--- src/rtl/disp_pkg.sv ---
// Shared display definitions for the digit scanner and the downstream anode decoder.
// Also holds the leading-zero suppression rule so every consumer applies it the same way.
package disp_pkg;

  localparam int DIGIT_COUNT = 4;
  localparam int BCD_W       = 4;
  localparam int SEL_W       = 2;

  typedef logic [DIGIT_COUNT-1:0][BCD_W-1:0] bcd_digits_t;

  // A digit is blanked only when it and every more-significant digit are zero.
  // Digit 0 is always shown, so a value of zero still displays "0".
  function automatic logic [DIGIT_COUNT-1:0] lz_suppress(input bcd_digits_t d,
                                                         input logic        lz_en);
    logic [DIGIT_COUNT-1:0] sup;
    sup = '0;
    if (lz_en) begin
      sup[DIGIT_COUNT-1] = (d[DIGIT_COUNT-1] == '0);
      for (int i = DIGIT_COUNT-2; i >= 1; i--) begin
        sup[i] = sup[i+1] & (d[i] == '0);
      end
    end
    return sup;
  endfunction

endpackage

--- src/rtl/scan_timer.sv ---
// Slot/digit counter for the display scanner.
// Produces the active digit index, the run flag, and the frame-wrap strobe and pulse.
module scan_timer
  import disp_pkg::*;
#(
  parameter  int TICKS_PER_DIGIT = 100000,
  localparam int CNT_W           = $clog2(TICKS_PER_DIGIT)
) (
  input  logic             clk,
  input  logic             rst,
  input  logic             en,
  output logic [CNT_W-1:0] cnt_o,
  output logic [SEL_W-1:0] sel_o,
  output logic             run_o,
  output logic             frame_start_o,
  output logic             frame_wrap_o
);

  localparam logic [CNT_W-1:0] LAST_TICK  = CNT_W'(TICKS_PER_DIGIT - 1);
  localparam logic [SEL_W-1:0] LAST_DIGIT = SEL_W'(DIGIT_COUNT - 1);

  logic [CNT_W-1:0] cnt_q, cnt_d;
  logic [SEL_W-1:0] sel_q, sel_d;
  logic             run_q;
  logic             frame_start_q;
  logic             slot_wrap;

  // NOTE: every always_comb output gets a default first so no path leaves it unassigned (no latch).
  always_comb begin
    cnt_d        = cnt_q;
    sel_d        = sel_q;
    slot_wrap    = en & (cnt_q == LAST_TICK);
    frame_wrap_o = slot_wrap & (sel_q == LAST_DIGIT);
    if (en) begin
      if (slot_wrap) begin
        cnt_d = '0;
        sel_d = sel_q + SEL_W'(1);
      end else begin
        cnt_d = cnt_q + CNT_W'(1);
      end
    end
  end

  // NOTE: sequential state uses non-blocking assignments only, so all registers update together.
  always_ff @(posedge clk) begin
    if (rst) begin
      cnt_q         <= '0;
      sel_q         <= '0;
      run_q         <= 1'b0;
      frame_start_q <= 1'b0;
    end else begin
      cnt_q         <= cnt_d;
      sel_q         <= sel_d;
      run_q         <= en;
      frame_start_q <= frame_wrap_o;
    end
  end

  assign cnt_o         = cnt_q;
  assign sel_o         = sel_q;
  assign run_o         = run_q;
  assign frame_start_o = frame_start_q;

endmodule

--- src/rtl/digit_scanner.sv ---
// Four-digit multiplexed display scanner with blanking, leading-zero suppression
// and a per-frame snapshot so a digit never tears mid-frame.
module digit_scanner
  import disp_pkg::*;
#(
  parameter int TICKS_PER_DIGIT = 100000,
  parameter int BLANK_TICKS     = 1000
) (
  input  logic                   clk,
  input  logic                   rst,
  input  logic                   en,
  input  logic [15:0]            digits_in,
  input  logic [DIGIT_COUNT-1:0] dp_in,
  input  logic                   lz_en,
  output logic [SEL_W-1:0]       digit_sel,
  output logic [BCD_W-1:0]       digit_val,
  output logic                   dp_out,
  output logic                   digit_on,
  output logic                   frame_start
);

  localparam int CNT_W = $clog2(TICKS_PER_DIGIT);

  logic [CNT_W-1:0]       cnt;
  logic [SEL_W-1:0]       sel;
  logic                   run;
  logic                   frame_wrap;
  bcd_digits_t            snap_digits_q, snap_digits_d;
  logic [DIGIT_COUNT-1:0] snap_dp_q, snap_dp_d;
  logic [DIGIT_COUNT-1:0] sup;

  scan_timer #(
    .TICKS_PER_DIGIT(TICKS_PER_DIGIT)
  ) u_scan_timer (
    .clk           (clk),
    .rst           (rst),
    .en            (en),
    .cnt_o         (cnt),
    .sel_o         (sel),
    .run_o         (run),
    .frame_start_o (frame_start),
    .frame_wrap_o  (frame_wrap)
  );

  // Track live inputs while idle so a fresh enable shows current data;
  // once running, only a frame boundary may replace the displayed value.
  always_comb begin
    snap_digits_d = snap_digits_q;
    snap_dp_d     = snap_dp_q;
    if (!run || frame_wrap) begin
      snap_digits_d = digits_in;
      snap_dp_d     = dp_in;
    end
  end

  always_ff @(posedge clk) begin
    if (rst) begin
      snap_digits_q <= '0;
      snap_dp_q     <= '0;
    end else begin
      snap_digits_q <= snap_digits_d;
      snap_dp_q     <= snap_dp_d;
    end
  end

  always_comb begin
    sup       = lz_suppress(snap_digits_q, lz_en);
    digit_sel = sel;
    digit_val = snap_digits_q[sel];
    dp_out    = snap_dp_q[sel];
    digit_on  = run & (cnt >= CNT_W'(BLANK_TICKS)) & ~sup[sel];
  end

endmodule

--- config.mk ---
export PLATFORM = sky130hd
export DESIGN_NAME = digit_scanner
export DESIGN_NICKNAME = d
export VERILOG_FILES = /design/src/rtl/disp_pkg.sv /design/src/rtl/scan_timer.sv /design/src/rtl/digit_scanner.sv
export SDC_FILE = /design/constraint.sdc
export NUM_CORES = 1
export LEC_CHECK = 0
export CAP_MARGIN = 40
export CELL_PAD_IN_SITES_DETAIL_PLACEMENT = 1
export CELL_PAD_IN_SITES_GLOBAL_PLACEMENT = 2
export CORE_MARGIN = 8
export CORE_UTILIZATION = 35
export CTS_CLUSTER_SIZE = 30
export DETAILED_ROUTE_END_ITERATION = 12
export GPL_TIMING_DRIVEN = 0
export PLACE_DENSITY_LB_ADDON = 0.1
export SLEW_MARGIN = 20
export SYNTH_ARGS = -nofsm -noshare
export SYNTH_HDL_FRONTEND = slang
export SYNTH_SLANG_ARGS = --single-unit
export TNS_END_PERCENT = 100
--- constraint.sdc ---
create_clock -name clk -period 3.6 [get_ports clk]
set_input_delay 0.9 -clock clk [delete_from_list [all_inputs] [get_ports clk]]
set_output_delay 0.9 -clock clk [all_outputs]
set_load 0.02 [all_outputs]
* Word level (Yosys, flattened, before mapping)
Cells that the tools add are included.
Storage, ports and cells: register bits 41, input bits 24, output and inout bits 9, word-level logic and storage cells 36
Cells by class: add/subtract/negate cells 2, magnitude comparators 2, eq/ne operators 2, muxes and demuxes 8, bitwise gates (word level) 7, reductions and logical operators 6
Operators with widths (count):
- 17-bit by 1-bit adder with 17-bit output (second input constant) | 1
- 17-bit equality test (second input constant) | 1
- 17-bit by 10-bit >= comparator with 1-bit output (second input constant) | 1
- 17-bit 2-to-1 mux | 1
- 4-bit zero test | 3
- 4-bit binary-select mux with 2-bit select | 1
- 1-bit bitwise AND | 6
- 1-bit binary-select mux with 2-bit select | 2
- 4-bit 2-to-1 mux | 1
- 2-bit by 3-bit less-than comparator with 1-bit output (second input constant) | 1
- 3-bit 2-to-1 mux | 1
- 2-bit by 1-bit adder with 2-bit output (second input constant) | 1
- 2-bit equality test (second input constant) | 1
- 1-bit 2-to-1 mux | 2
- 2-bit AND reduction | 1
- 1-bit zero test | 1
- 1-bit logical OR | 1
- 1-bit NOT | 1

* Depth between registers and ports, before layout
depth after elaboration 8, depth in mapped cells 6, depth with buffers taken out 5

* Cells and area by module
From an unflattened synthesis, not the netlist that was laid out.
Second synthesis, totals: cell total of the unflattened synthesis 217, area total of the unflattened synthesis 1878.1 µm²
By module, submodules not included:
- scan_timer | times used 1, cells each 109, area each 984.7 µm², seq. area each 420.4 µm²
- digit_scanner | times used 1, cells each 108, area each 893.4 µm², seq. area each 400.4 µm²

* Worst setup path before layout
Ideal clock, no wire load.
path type register to output, start reg u_scan_timer.sel_q[0], in the netlist u_scan_timer.sel_o[0], end out digit_val[0], data arrival time 1451 ps, required time 2700 ps, setup slack 1249 ps, stages on the path, launching flop included 3, path buffers 1, cells stage by stage dfxtp_1 > clkbuf_1 > mux4_2
On the way: cells in the longest elaborated chain, start to end 2
RTL lines:
- start, declared | line scan_timer.sv:23 | logic [SEL_W-1:0] sel_q, sel_d;
- start signal, assigned | line scan_timer.sv:53 | sel_q <= sel_d;
- 4-bit binary-select mux with 2-bit select | line digit_scanner.sv:69 | digit_val = snap_digits_q[sel];
- 4-bit 2-to-1 mux (not written as such) | line digit_scanner.sv:69
- end, declared | line digit_scanner.sv:16 | output logic [BCD_W-1:0] digit_val,
No other way between the ends. The select of a mux whose other input is x is not followed.

* Worst setup path in the final report
start reg u_scan_timer.sel_q[0], in the netlist u_scan_timer.sel_o[0], end out digit_val[1]
Same word-level chain as after synthesis.

==> results.md <==
- Final core utilization: 44.5%
- Number of global-route vias before repair: 1621
- DR vias: 1637
- Post-synthesis instance area: 2090 sq um
- Remaining antenna violation count after routing: 0
- Post-detail-place hpwl: 3840 um
- Post-cts sizing count: 0
- Max Fclk: 317 MHz
- WL final: 5190 um
- Compound-Gate Fraction of Synth Area: 6.69%
- CTS Sinks: 41
- Drt wl/cell: 15.6 um
- Sequential share of the synthesized area: 39.2%
- # rows: 28
- Hold Fails Final Rpt: 0
- Final worst setup slack: 449 ps
- Synth warn: 0
- Period Utilization, post-route: 87.5%
- Area Growth Syn to Fin: 24.4%
- Met1 Wirelength: 2720 um
- Worst setup SP type: register
- CP required: 2700 ps
- Worst-path cell chain: clkbuf_1 -> mux4_2 -> clkdlybuf4s50_1
- Crit path buffers/inverters: 2
- Max cap viols: 0
- Hold_ws: 483 ps
- Die ar.: 8710 sq um
- DR WL met2: 2160 um
- Gpl congestion: 0.722
- CTS tree: built
- Crit. End Element: primary output
- I/O pin total: 33
- Status: complete, no violations
- Worst min-delay path class: register to register
- Setup repair bufs after CTS: 0
- Total GRT Usage: 12.4%
- Post-synthesis mux area share: 14.9%
- Synth Area in Adders: 1.79%
- Slowest-stage cell, CP: clkdlybuf4s50_1
- Highest routed layer: met4
- Leak: 0.898 nW
- Final setup viols: 0
- N_diodes: 0
- DR pass1 iterations: 4
- Tmin final: 3150 ps
- Simple-gate share of the synthesized area: 29.0%
- Largest net degree at the start of global routing: 13
- Worst hold stages: 2
- Tightest Pin Transition: 549 ps
- Setup slack after placement: 617 ps
- Slew Limit Fails: 0
- RSZ-0062 raised after global routing: no
- I/O Buffers: 30
- Initial Utilization: 35.8%
- Initial antenna violation count: 0
- Hold buffer count at cts: 0
- Vias per cell: 4.90
- Slowest stage delay, CP: 570 ps
- Flop-to-flop setup slack: 1590 ps
- Cts bufs inserted: 5
- Met3 wire length: 247 um
- CP Data Arrival Time: 2250 ps
- Final Skew: 11.0 ps
- Crit path max-delay family: buffers and inverters
- Main combinational cell family by area after synthesis: simple AND/OR/NAND/NOR gates
- H-tree depth: 2
- Initial drt markers: 45
- Die H: 93.3 um
- Post-synthesis register bit count: 41
- Syn_area_per_cell: 9.47 sq um
- Gr ovfl total: 0
- DRC viols: 0
- Core area: 5850 sq um
- Worst-case reg-to-reg path depth: 6
- Setup TNS Final: 0 ps
- CTS clk-pin slew, worst paths: 90 ps
- Worst VDD drop: 184 uV
- Root buf cell: clkbuf_8
- Most frequent cells in the layout: nand2b_1 (42), dfxtp_1 (41), clkdlybuf4s50_1 (30)
- Synth Area in XOR/XNOR: 4.60%
- Share of cells above drive strength 1: 9.65%
- Die W: 93.3 um
- Relative slew slack: 63.4%
- Clk_lat worst skew: 300 ps
- # nets final: 285
- Critical path peak fanout: 9
- Syn_nets: 248
- Cell depth of the worst setup path: 3
- Netlist cell types: 34
- WS Path Type: register to primary output
- Power Density: 375 nW/um^2
- Commonest non-fill, non-tap cell in the layout: nand2b_1
- Max clock buf depth: 2
- First-pass GRT wire length: 8490 um
- Cells after synthesis: 221
## tightest hold or removal path, stage by stage (launching register included)
cell and delay [ps]:
dfxtp_1 310, nand2b_1 60, mux2i_1 60
## metal layers
metal / vias to the layer above / track usage [%]
li1: 842 / -
met5: - / 0
met2: 24 / 17.9
met3: 6 / 3.77
met4: 0 / 4.43
met1: 765 / 17.0
## layout make-up
class / instances / area, sq um
inverter: 7 / 26.3
buffer: 10 / 52.6
clock buffer: 7 / 86.3
tap: 75 / 93.8
clock inverter: 1 / 30.0
multi-input combinational: 163 / 1190
timing repair buffer: 30 / 300
sequential: 41 / 821
fill: 683 / 3250
## Yosys cell counts
master	n	share of area, %
a21oi_1	8	1.9
a31o_2	2	0.84
a31oi_1	1	0.30
a41oi_2	1	0.78
and2_1	4	1.2
and3_1	2	0.60
and4bb_2	1	0.60
buf_4	4	1.4
clkbuf_1	6	1.1
dfxtp_1	41	39
ha_1	3	1.8
inv_1	7	1.3
mux2i_1	20	9.6
mux4_2	5	5.4
nand2_1	8	1.4
nand2b_1	42	13
nand3_1	3	0.72
nand4_1	7	2.1
nand4_4	1	1.0
nor2_1	17	3.0
nor2b_1	1	0.30
nor3_1	5	1.2
nor4_1	5	1.5
nor4_2	1	0.60
nor4b_1	1	0.42
o211ai_1	2	0.72
o21ai_0	5	1.2
o21bai_2	1	0.54
o311ai_0	1	0.42
or2_2	1	0.30
or3_1	3	0.90
or3_4	1	0.54
xnor2_1	8	3.3
xor2_1	3	1.3
## path summary, 6_finish.rpt
path | startpoint | endpoint
worst min register to register | snap_digits_q[2]$_SDFFE_PP0P_ | snap_digits_q[2]$_SDFFE_PP0P_
worst max register to register | u_scan_timer.cnt_o[1]$_SDFFE_PP0P_ | u_scan_timer.cnt_o[8]$_SDFFE_PP0P_
worst min-delay path | snap_digits_q[2]$_SDFFE_PP0P_ | snap_digits_q[2]$_SDFFE_PP0P_
worst max-delay path | u_scan_timer.sel_o[0]$_SDFFE_PP0P_ | digit_val[1]
## metrics by stage
step           std cells  instance area, sq um  power [mW]
2_1_floorplan        221                  2090       0.549
3_3_place_gp         326                  2490       0.596
3_5_place_dp         326                  2490       0.597
4_1_cts              334                  2600       0.993
5_1_grt              334                  2600        1.02
6_report             334                  2600       0.977
## where the power goes
part / switching (mW) / internal [mW] / leakage (nW) / total [mW]
Sequential: 0.0136 / 0.471 / 0.336 / 0.484
Combinational: 0.0411 / 0.0596 / 0.504 / 0.101
Clock: 0.165 / 0.226 / 0.0585 / 0.392
## cells by family after synthesis
group | count (synthesis)
DFF | 41
and+or+nand+nor | 103
AOI/OAI and AO/OA | 21
adders and majority gates | 3
xor gates and xnor gates | 11
muxes | 25
buffers and inverters | 17
## flip-flops by register name, indices dropped and copies added, names as in the netlist
name,flops
u_scan_timer.cnt_o,17
snap_digits_q,16
snap_dp_q,4
u_scan_timer.sel_o,2
u_scan_timer.frame_start_o,1
u_scan_timer.run_o,1
(Power assumes the default switching activity.)
